`src/rtl/decade_countdown_ctrl.sv`:
```
// decade_countdown_ctrl
//   Sequencing controller for a two-digit BCD down-counter. It loads a start
//   value, runs the count at a programmable tick rate (TICK_DIV clock cycles
//   per decrement), and supports pause/resume, abort and terminal-count
//   detection with a single-cycle done pulse.
//
//   Parameters
//     TICK_DIV   clock cycles per decrement, 1..65535
//   Build option
//     COUNTDOWN_AUTORELOAD_EN  when defined, terminal count reloads the digits
//                              and keeps running (unless the reload value is 00)
//   Ports
//     clk, preset           clock; asynchronous active-high preset
//     load, load_tens/ones  capture a new start value (digits >9 clamp to 9)
//     start, pause, abort   single-cycle commands (abort > load > start > pause)
//     tens, ones            current BCD digits
//     busy, paused, done    RUN flag, PAUSE flag, terminal-count pulse
//     state                 encoded FSM state
//
//   state | meaning
//   ------+---------------------------------------------
//   IDLE  | stopped, digits hold last loaded/restored value
//   RUN   | prescaler counting, digits decrement on each tick
//   PAUSE | frozen mid-count, prescaler holds its phase
//   DONE  | terminal count reached, digits hold 00
module decade_countdown_ctrl #(
    parameter int unsigned TICK_DIV = 1
) (
    input  logic       clk,
    input  logic       preset,
    input  logic       load,
    input  logic [3:0] load_tens,
    input  logic [3:0] load_ones,
    input  logic       start,
    input  logic       pause,
    input  logic       abort,
    output logic [3:0] tens,
    output logic [3:0] ones,
    output logic       busy,
    output logic       paused,
    output logic       done,
    output logic [1:0] state
);

    typedef enum logic [1:0] {
        IDLE  = 2'd0,
        RUN   = 2'd1,
        PAUSE = 2'd2,
        DONE  = 2'd3
    } state_t;

    localparam logic [15:0] TICK_LAST = 16'(TICK_DIV - 1);

    state_t      state_q, state_d;
    logic [3:0]  tens_q, tens_d;
    logic [3:0]  ones_q, ones_d;
    logic [3:0]  rld_tens_q, rld_tens_d;
    logic [3:0]  rld_ones_q, rld_ones_d;
    logic [15:0] presc_q, presc_d;
    logic        done_q, done_d;
    logic        busy_q, busy_d;
    logic        paused_q, paused_d;

    logic        tick;
    logic        terminal;
    logic        digits_zero;
    logic [3:0]  dec_tens, dec_ones;
    logic [3:0]  clamp_tens, clamp_ones;

    function automatic logic [3:0] clamp_bcd(input logic [3:0] d);
        return (d > 4'd9) ? 4'd9 : d;
    endfunction

    always_comb begin
        tick        = (state_q == RUN) && (presc_q == TICK_LAST);
        digits_zero = (tens_q == 4'd0) && (ones_q == 4'd0);
        // 01 is the only value whose decrement lands on 00
        terminal    = tick && (tens_q == 4'd0) && (ones_q == 4'd1);
        clamp_tens  = clamp_bcd(load_tens);
        clamp_ones  = clamp_bcd(load_ones);
        if (ones_q != 4'd0) begin
            dec_ones = ones_q - 4'd1;
            dec_tens = tens_q;
        end else begin
            dec_ones = 4'd9;
            dec_tens = tens_q - 4'd1;
        end

        state_d    = state_q;
        tens_d     = tens_q;
        ones_d     = ones_q;
        rld_tens_d = rld_tens_q;
        rld_ones_d = rld_ones_q;
        presc_d    = presc_q;
        done_d     = 1'b0;

        if (abort) begin
            state_d = IDLE;
            tens_d  = rld_tens_q;
            ones_d  = rld_ones_q;
            presc_d = 16'd0;
        end else if (load && (state_q != RUN)) begin
            rld_tens_d = clamp_tens;
            rld_ones_d = clamp_ones;
            tens_d     = clamp_tens;
            ones_d     = clamp_ones;
            if (state_q == PAUSE) begin
                state_d = IDLE;
            end
        end else if (start && (state_q != RUN)) begin
            if (state_q == PAUSE) begin
                // resume keeps the prescaler phase so pauses cost no run time
                state_d = RUN;
            end else if (!digits_zero) begin
                state_d = RUN;
                presc_d = 16'd0;
            end else begin
                state_d = DONE;
                done_d  = 1'b1;
            end
        end else if (state_q == RUN) begin
            // the pause edge still counts as a run cycle, so the prescaler
            // advances (and a coincident tick decrements) before freezing
            if (tick) begin
                presc_d = 16'd0;
                tens_d  = dec_tens;
                ones_d  = dec_ones;
            end else begin
                presc_d = presc_q + 16'd1;
            end
            if (terminal) begin
                done_d = 1'b1;
`ifdef COUNTDOWN_AUTORELOAD_EN
                if ((rld_tens_q != 4'd0) || (rld_ones_q != 4'd0)) begin
                    tens_d = rld_tens_q;
                    ones_d = rld_ones_q;
                end else begin
                    state_d = DONE;
                end
`else
                state_d = DONE;
`endif
            end else if (pause) begin
                state_d = PAUSE;
            end
        end

        busy_d   = (state_d == RUN);
        paused_d = (state_d == PAUSE);
    end

    always_ff @(posedge clk or posedge preset) begin
        if (preset) begin
            state_q    <= IDLE;
            tens_q     <= 4'd9;
            ones_q     <= 4'd9;
            rld_tens_q <= 4'd9;
            rld_ones_q <= 4'd9;
            presc_q    <= 16'd0;
            done_q     <= 1'b0;
            busy_q     <= 1'b0;
            paused_q   <= 1'b0;
        end else begin
            state_q    <= state_d;
            tens_q     <= tens_d;
            ones_q     <= ones_d;
            rld_tens_q <= rld_tens_d;
            rld_ones_q <= rld_ones_d;
            presc_q    <= presc_d;
            done_q     <= done_d;
            busy_q     <= busy_d;
            paused_q   <= paused_d;
        end
    end

    assign tens   = tens_q;
    assign ones   = ones_q;
    assign busy   = busy_q;
    assign paused = paused_q;
    assign done   = done_q;
    assign state  = state_q;

endmodule

```
`config.mk`:
```
export PLATFORM = sky130hd
export DESIGN_NAME = decade_countdown_ctrl
export DESIGN_NICKNAME = d
export VERILOG_FILES = /design/src/rtl/decade_countdown_ctrl.sv
export SDC_FILE = /design/constraint.sdc
export NUM_CORES = 1
export LEC_CHECK = 0
export BUFFER_PORTS_ARGS = -buffer_cell sky130_fd_sc_hd__buf_2
export CAP_MARGIN = 30
export CORE_UTILIZATION = 40
export CTS_BUF_LIST = sky130_fd_sc_hd__clkbuf_4
export DETAILED_ROUTE_END_ITERATION = 8
export GPL_TIMING_DRIVEN = 0
export PLACE_DENSITY = 0.63
export SLEW_MARGIN = 20
export SYNTH_ARGS = -nofsm -noshare
export SYNTH_HDL_FRONTEND = slang
export SYNTH_SLANG_ARGS = --single-unit
```
`constraint.sdc`:
```
create_clock -name clk -period 3.8 [get_ports clk]
set_clock_uncertainty 0.1 [all_clocks]
set_input_delay 0 -clock clk [delete_from_list [all_inputs] [get_ports clk]]
set_output_delay 0 -clock clk [all_outputs]
set_load 0.005 [all_outputs]
```
Word-level counts from Yosys, hierarchy flattened
Index checks and enable logic that the tools add are counted.
Word-level totals
  bits in registers: 37
  input bits: 14
  output and inout port bits: 13
Operators by class
  $add $sub $neg: 3
  magnitude comparators: 2
  equal/unequal tests: 11
  muxes and demuxes: 37
  bitwise gates (word level): 1
  reduce and logical (&&, ||, !) cells: 17
Operator list (number)
  2-to-1 mux 16 bit: 7
  2-to-1 mux 4 bit: 14
  2-to-1 mux 2 bit: 9
  adder 16 x 1 -> 16 bit, second input constant: 1
  zero test 16 bit: 1
  inequality test 3 bit, second input constant: 3
  nonzero test 3 bit: 3
  greater-than comparator 4 bit, second input constant: 2
  zero test 4 bit: 2
  AND reduction 4 bit: 2
  subtractor 4 x 1 -> 4 bit, second input constant: 2
  2-to-1 mux 1 bit: 7
  logical AND 1 bit: 6
  equality test 2 x 1 -> 1 bit, second input constant: 2
  equality test 2 bit, second input constant: 2
  equality test 4 x 1 -> 1 bit, second input constant: 1
  nonzero test 4 bit: 1
  inequality test 3 x 2 -> 1 bit, second input constant: 1
  AND reduction 3 bit: 1
  inequality test 2 x 1 -> 1 bit, second input constant: 1
  inequality test 2 bit, second input constant: 1
  AND reduction 2 bit: 1
  inverter 1 bit: 1

Longest topological paths before layout
Gate-level depths: netlist of run 1.
  depth in word-level cells: 10
  mapped depth: 8
  gate-level depth less buffers: 7

Worst setup path before layout of run 1
OpenSTA, ideal clock, no wires.
  path kind: flip-flop to flip-flop
  start: reg tens_q[1], in the netlist tens[1]
  end: reg busy_q, in the netlist busy
  library setup time: 119 ps
  arrival time: 2104 ps
  required time: 3581 ps
  slack: 1477 ps
  cell stages (with the launch flop): 7
  path buffers: 0
  clock period less this slack: 2323 ps
  cell sequence: dfrtp_1 inv_1 ha_1 or4b_4 or4_4 a2111o_1 and2_1
Between the ends
  longest elaborated chain between the ends: 9
RTL lines
  start: declaration: line 55  | logic [3:0] tens_q, tens_d;
  start signal: assignment: line 165  | tens_q <= tens_d;
  zero test 4 bit (*): line 76, 78
  logical AND 1 bit (2 in a row): line 78  | terminal = tick && (tens_q == 4'd0) && (ones_q == 4'd1);
  2-to-1 mux 2 bit: line 131  | if (terminal) begin
  2-to-1 mux 2 bit: line 121  | end else if (state_q == RUN) begin
  2-to-1 mux 2 bit (*): line 110  | end else if (start && (state_q != RUN)) begin
  2-to-1 mux 2 bit (*): line 102  | end else if (load && (state_q != RUN)) begin
  2-to-1 mux 2 bit (*): line 97  | if (abort) begin
  equality test 2 x 1 -> 1 bit (*): line 148  | busy_d = (state_d == RUN);
  named net busy_d: line 61  | logic busy_q, busy_d;
  end signal: assignment: line 171  | busy_q <= busy_d;
  end: declaration: line 61
The timed path passes the listed nets; every way through them passes the cells marked *.
A chain may end at the register's enable or synchronous reset.

Worst setup path after layout of run 1
  start: reg presc_q[0]
  end: reg state_q[0], in the netlist state[0]
Between the ends
  longest elaborated chain between the ends: 9
RTL lines
  start: declaration: line 59  | logic [15:0] presc_q, presc_d;
  start signal: assignment: line 169  | presc_q <= presc_d;
  zero test 16 bit: line 75  | tick = (state_q == RUN) && (presc_q == TICK_LAST);
  logical AND 1 bit: line 75
  logical AND 1 bit (2 in a row): line 78
  2-to-1 mux 2 bit: line 131
  2-to-1 mux 2 bit: line 121
  2-to-1 mux 2 bit: line 110
  2-to-1 mux 2 bit: line 102
  2-to-1 mux 2 bit: line 97
  named net state_d[0]: line 54  | state_t state_q, state_d;
  end signal: assignment: line 164  | state_q <= state_d;
  end: declaration: line 54
The timed path passes the listed nets, and every way through them passes these cells.

==> results of run 1 <==
[critical path: cells and delay by family (launching register included)]
| family | cells | cell delay, ns |
|---|---|---|
| and+or+nand+nor | 3 | 0.96 |
| buffers and inverters | 2 | 0.66 |
| DFF | 1 | 0.44 |
| AOI/OAI and AO/OA | 1 | 0.33 |
| adders and majority gates | 1 | 0.16 |
[cells in the mapped netlist, types with 3 or more instances]
cell type   n  area [sq um]
nand2_1    37         138.9
xnor2_1     3         26.28
nor2_1     21         78.83
dfstp_2     8         210.2
nor3_1      8         40.04
o211ai_1    5         37.54
a22o_1      3         26.28
and2_1      4         25.02
and3_1      5         31.28
o21ai_0    18         90.09
a21oi_1    12         60.06
inv_1       7         26.28
clkbuf_1    5         18.77
nand3_1     8         40.04
nor2b_1     4         25.02
mux2_2      3         33.78
nand4_1     3         18.77
o22a_1      4         35.03
o31ai_1     3         22.52
dfrtp_1    29         725.7
mux2i_1     6         60.06
ha_1        4         50.05
nand2b_1    5         31.28
[area by class of cell]
| cell class | instances | area, sq um |
|---|---|---|
| fill | 512 | 2571 |
| multi-input combinational | 194 | 1222 |
| buffer | 7 | 41.29 |
| sequential | 37 | 935.9 |
| inverter | 7 | 26.28 |
| timing repair buffer | 40 | 292.8 |
| tap | 70 | 87.58 |
| clock buffer | 8 | 60.06 |
[state kept, by name (all words and copies together) (netlist names)]
| register | flops |
|---|---|
| busy | 1 |
| done | 1 |
| ones | 4 |
| paused | 1 |
| presc_q | 16 |
| rld_ones_q | 4 |
| rld_tens_q | 4 |
| state | 2 |
| tens | 4 |
[metrics by stage]
stage | setup WS, ns | power, mW
final | 1.087 | 0.9343
after global routing | 0.9346 | 0.9933
after CTS | 1.050 | 0.9421
after detailed placement | 1.298 | 0.7036
after global placement | 1.304 | 0.6961
after floorplan | 1.477 | 0.6262
[cells by family after synthesis]
kind of cell	share of synthesized area, %
adders and majority gates	2.249
DFF	42.05
buffers and inverters	3.036
muxes	4.216
AOI/OAI and AO/OA	18.61
and+or+nand+nor	27.88
xor gates and xnor gates	1.968
[worst max-delay path by stage]
stage	startpoint	slack [ns]	endpoint
final	presc_q[0]	1.09	state[0]
after global placement	tens[1]	1.30	presc_q[5]
after global routing	presc_q[0]	0.93	state[0]
after detailed placement	tens[1]	1.30	presc_q[8]
after CTS	presc_q[0]	1.05	state[0]
after floorplan	tens[1]	1.48	busy
[report_power, final]
group	total [mW]	switching [mW]	internal [mW]
combinational	0.228	0.121	0.107
sequential	0.479	0.0374	0.442
clock	0.227	0.132	0.0954
total	0.934	0.290	0.644
[metal layers]
metal | track usage, % | wire, um | vias to the layer above
met1 | 26.32 | 2484 | 986
met3 | 3.832 | 225 | 8
met2 | 32.07 | 2546 | 53
met4 | 5.385 | 69 | 0
li1 | - | - | 991
met5 | 0 | 0 | -
[timing repair]
item,4_1_cts,5_1_grt
hold endpoints to repair,46,0
hold buffers,14,0
setup endpoints to repair,0,0
==> results.txt, run 1 <==
Syn Inst Count - 245
CP max-delay cell - dlygate4sd3_1
CTS sink cnt - 37
overall die width - 76.60 um
Synth cell types - 56
I/O pins - 27
Clock Tree Buf Depth - 2
dpl cells - 341
Min-Delay Endpoint - rld_tens_q[2]
ys async rst share - 100.0%
GRT overflow - 0
initial drt markers - 128
unrepaired setup endpoints after global routing - false
fraction of layout cells with a size suffix above 1 - 20.82%
Primary FF master, synth - dfrtp_1
largest net degree at the start of global routing - 22
total core area - 5238 sq um
arrival time at the worst endpoint - 2.89 ns
CTS tree - done
Slew Limit Headroom - 61.25%
crit path capture type - flop
vias in the first global route - 1904
syn_nets - 263
final core occ - 50.91%
finished layout cell area - 2666 sq um
Post-CTS Setup Inserts - 0
CTS buffer count - 5
ANT cells - 0
Req. time, crit path - 3.98 ns
outcome - finished, final reports clean
Finished Layout Cells - 363
Netlist Area Pre-Place - 2226 sq um
final net count - 310
post-CTS sizing - 0
# rows - 26
antenna viol nets, final - 0
Least-Margin Pin Slew - 0.5813 ns
Post-DP Area - 2466 sq um
most common cell after layout, fill and taps aside - nand2_1
CP cell instances - inv_1, ha_1, nor4b_2, nand3_2, or4_4, a311oi_2, dlygate4sd3_1
worst hold path startpoint - load_tens[2]
H-Tree Depth - 2
Startpoint Class - flop
final hold slack - 0.04756 ns
clk_lat worst skew - 0.34 ns
Area Overhead vs Synth - 19.79%
reg2reg end - state[0]
Die Ht - 76.60 um
final setup fails - 0
Avg Cell Area, Syn - 9.085 sq um
Fmax - 368.6 MHz
Port Buffers - 25
Seq/Total Area, Yosys - 42.05%
R2R cell count - 7
die area - 5867 sq um
final hold vios - 0
Clock Tree Root - clkbuf_4
initial antenna violation count - 0
First-pass DRT Iterations - 4
flop2flop setup slack - 1.09 ns
routed wire length - 5325 um
post-DR vias/cell - 5.614
min Tclk post-route - 2.713 ns
Max FO, Critical Path - 5
vias - 2038
Initial Util - 42.50%
Pins Over Slew Limit - 0
Post-synth EDFFs - 0
hpwl dp - 3771 um
GRT Resource Usage Total - 19.60%
routability cong. - 0.8325
drt drc - 0
maxcap violations - 0
VDD IR-drop max - 229.4 uV
Pwr Density - 350.4 nW/um^2
P_leak - 1.211 nW
wire length per cell - 14.67 um
hold depth - 3
hold crit path type - in -> reg
most frequent cells in the layout - nand2_1 (37), dfrtp_1 (29), buf_2 (25)
clk slew on worst S/H paths - 0.12 ns
Crit Path Class - reg -> reg
crit share post-route - 71.40%
Seq cells post-synth - 37
CP max stage delay - 0.59 ns
Syn. warnings - 0
first-pass GRT wire length - 9197 um
worst reg2reg startpoint - presc_q[0]
setup TNS - 0 ns
Note: power is estimated with default switching activity, not from simulation.
==> run 2: changes to the inputs <==
--- a/config.mk
+++ b/config.mk
@@ -11,7 +11,7 @@
 export CTS_BUF_LIST = sky130_fd_sc_hd__clkbuf_4
 export DETAILED_ROUTE_END_ITERATION = 8
 export GPL_TIMING_DRIVEN = 0
-export PLACE_DENSITY = 0.63
+export PLACE_DENSITY = 0.66
 export SLEW_MARGIN = 20
 export SYNTH_ARGS = -nofsm -noshare
 export SYNTH_HDL_FRONTEND = slang
==> constraint.sdc (replaced) <==
create_clock -name clk -period 2.2 [get_ports clk]
set_clock_uncertainty 0.1 [all_clocks]
set_input_delay 0 -clock clk [delete_from_list [all_inputs] [get_ports clk]]
set_output_delay 0 -clock clk [all_outputs]
set_load 0.005 [all_outputs]
==> run 2 against run 1 <==
  * The run now ends with setup timing left
  * Count of clock-buffer cells in the layout down 3
  * Die area is the same
  * Cell count up 2.5%
  * Global-route usage grew 0.85 points
  * Total power grew 80%
  * Non-clock buffer count is 9 higher
  * Hold slack got worse by 0.017 ns
  * Critical path depth is the same
  * Combinational power up 120%
  * Critical path type unchanged
  * Largest cell class unchanged
  * Largest power group unchanged
==> results.txt, run 2 (synthesized netlist as in run 1, its figures left out) <==
clk slew on worst S/H paths - 0.13 ns
crit path capture type - flop
setup TNS - -0.1762 ns
First-pass DRT Iterations - 6
Area Overhead vs Synth - 27.60%
Req. time, crit path - 2.36 ns
CTS buffer count - 5
ANT cells - 0
GRT Resource Usage Total - 20.46%
multi-input combinational cell area - 1311 sq um
vias in the first global route - 2065
fraction of layout cells with a size suffix above 1 - 29.14%
Port Buffers - 25
I/O pins - 27
first-pass GRT wire length - 9591 um
Pins Over Slew Limit - 0
Startpoint Class - flop
Fmax - 429.5 MHz
final setup fails - 3
Initial Util - 42.50%
crit share post-route - 105.8%
maxcap violations - 0
VDD IR-drop max - 391.6 uV
final hold vios - 0
failing checks - setup timing
overall die width - 76.60 um
Die Ht - 76.60 um
final worst slack - -0.1281 ns
CP max-delay cell - or4_4
CTS sink cnt - 37
routed wire length - 5569 um
Clock Tree Buf Depth - 2
initial antenna violation count - 0
worst path buffer plus inverter count - 1
WL met1 - 2638 um
Max FO, Critical Path - 3
antenna viol nets, final - 0
Post-DP Area - 2466 sq um
CP max stage delay - 0.58 ns
GRT overflow - 0
drt drc - 0
arrival time at the worst endpoint - 2.49 ns
P_leak - 1.294 nW
Pwr Density - 593.7 nW/um^2
Crit Path Class - reg -> reg
Slew Limit Headroom - 69.76%
most common cell after layout, fill and taps aside - nand2_1
Largest delay share family, worst path - simple AND/OR/NAND/NOR gates
clk_lat worst skew - 0.37 ns
CP cell instances - inv_2, ha_4, nor4b_4, nand3_2, or4_4, a2111o_1, and2_1
H-Tree Depth - 2
hpwl dp - 3782 um
FF/Latch Area - 935.9 sq um
vias - 2054
die area - 5867 sq um
hold crit path type - in -> reg
Most flops, register - presc_q
Least-Margin Pin Slew - 0.4537 ns
total power - 1.686 mW
routability cong. - 0.8002
unrepaired setup endpoints after global routing - true
post-DR vias/cell - 5.522
max reg flops - 16
WL met2 - 2597 um
Finished Layout Cells - 372
CTS tree - done
Clock Tree Root - clkbuf_4
initial drt markers - 154
final core occ - 54.23%
finished layout cell area - 2840 sq um
final net count - 319
# rows - 26
outcome - finished, violations left
Fill cells - 496
most frequent cells in the layout - nand2_1 (36), dfrtp_1 (29), buf_2 (25)
total core area - 5238 sq um
Top Metal Used - met4
largest net degree at the start of global routing - 23
flop2flop setup slack - -0.13 ns
min Tclk post-route - 2.328 ns
wire length on met3 - 242 um
dpl cells - 341
wire length per cell - 14.97 um
[run 2: changes by cell type in the layout (fill, tap and decap cells not counted), moves of 3 or more]
cell	previous run	this run
o21ai_0	18	15
inv_1	6	2
buf_4	0	11
inv_2	1	5
clkbuf_4	8	5
[run 2: final timing paths]
| check | cells after the start | from | endpoint |
|---|---|---|---|
| max reg2reg | 7 | presc_q[1] | busy |
| max in group asynchronous | 4 | preset | rld_ones_q[0] |
| min | 3 | load_tens[2] | rld_tens_q[2] |
| max | 7 | presc_q[1] | busy |
| min reg2reg | 2 | rld_ones_q[0] | rld_ones_q[0] |
| min in group asynchronous | 3 | preset | presc_q[7] |
[run 2: power by group]
part	leakage (nW)	switching [mW]	internal (mW)
combinational	0.786	0.245	0.253
sequential	0.477	0.0635	0.763
clock	0.0300	0.246	0.116
[run 2: metal layers]
| metal | up-vias | track usage (%) |
|---|---|---|
| met5 | - | 0 |
| met4 | 0 | 7.500 |
| met1 | 974 | 27.22 |
| met3 | 10 | 3.832 |
| met2 | 62 | 32.97 |
| li1 | 1008 | - |
[run 2: worst min-delay path, cell delays in order]
cell and delay [ns]:
buf_2 0.09, nor2b_1 0.20, mux2_2 0.18
[run 2: what timing repair did]
action / in CTS / in global routing
resized for setup: 16 / 16
pin swaps: 4 / 11
hold endpoints to repair: 51 / 0
gates cloned: 0 / 1
setup endpoints to repair: 17 / 16
setup buffers: 8 / 2
hold buffers: 12 / 0
[run 2: final cells by class]
cell class              instances  share of cell area [%]
repair buffers                 49                   13.13
clock inverters                 3                  0.4405
inverters                       7                  0.9251
flip-flops and latches         37                   32.95
clock buffers                   5                   1.322
well taps                      70                   3.084
multi-input cells             194                   46.17
plain buffers                   7                   1.982
[run 2: stage by stage]
stage | hold slack, ns | worst slack (ns)
finish | 0.03047 | -0.1281
detailed placement | -0.08749 | -0.2946
global placement | 0.1316 | -0.2508
floorplan | -0.01696 | -0.06362
global route | 0.05080 | -0.2202
CTS | 0.01957 | -0.1223
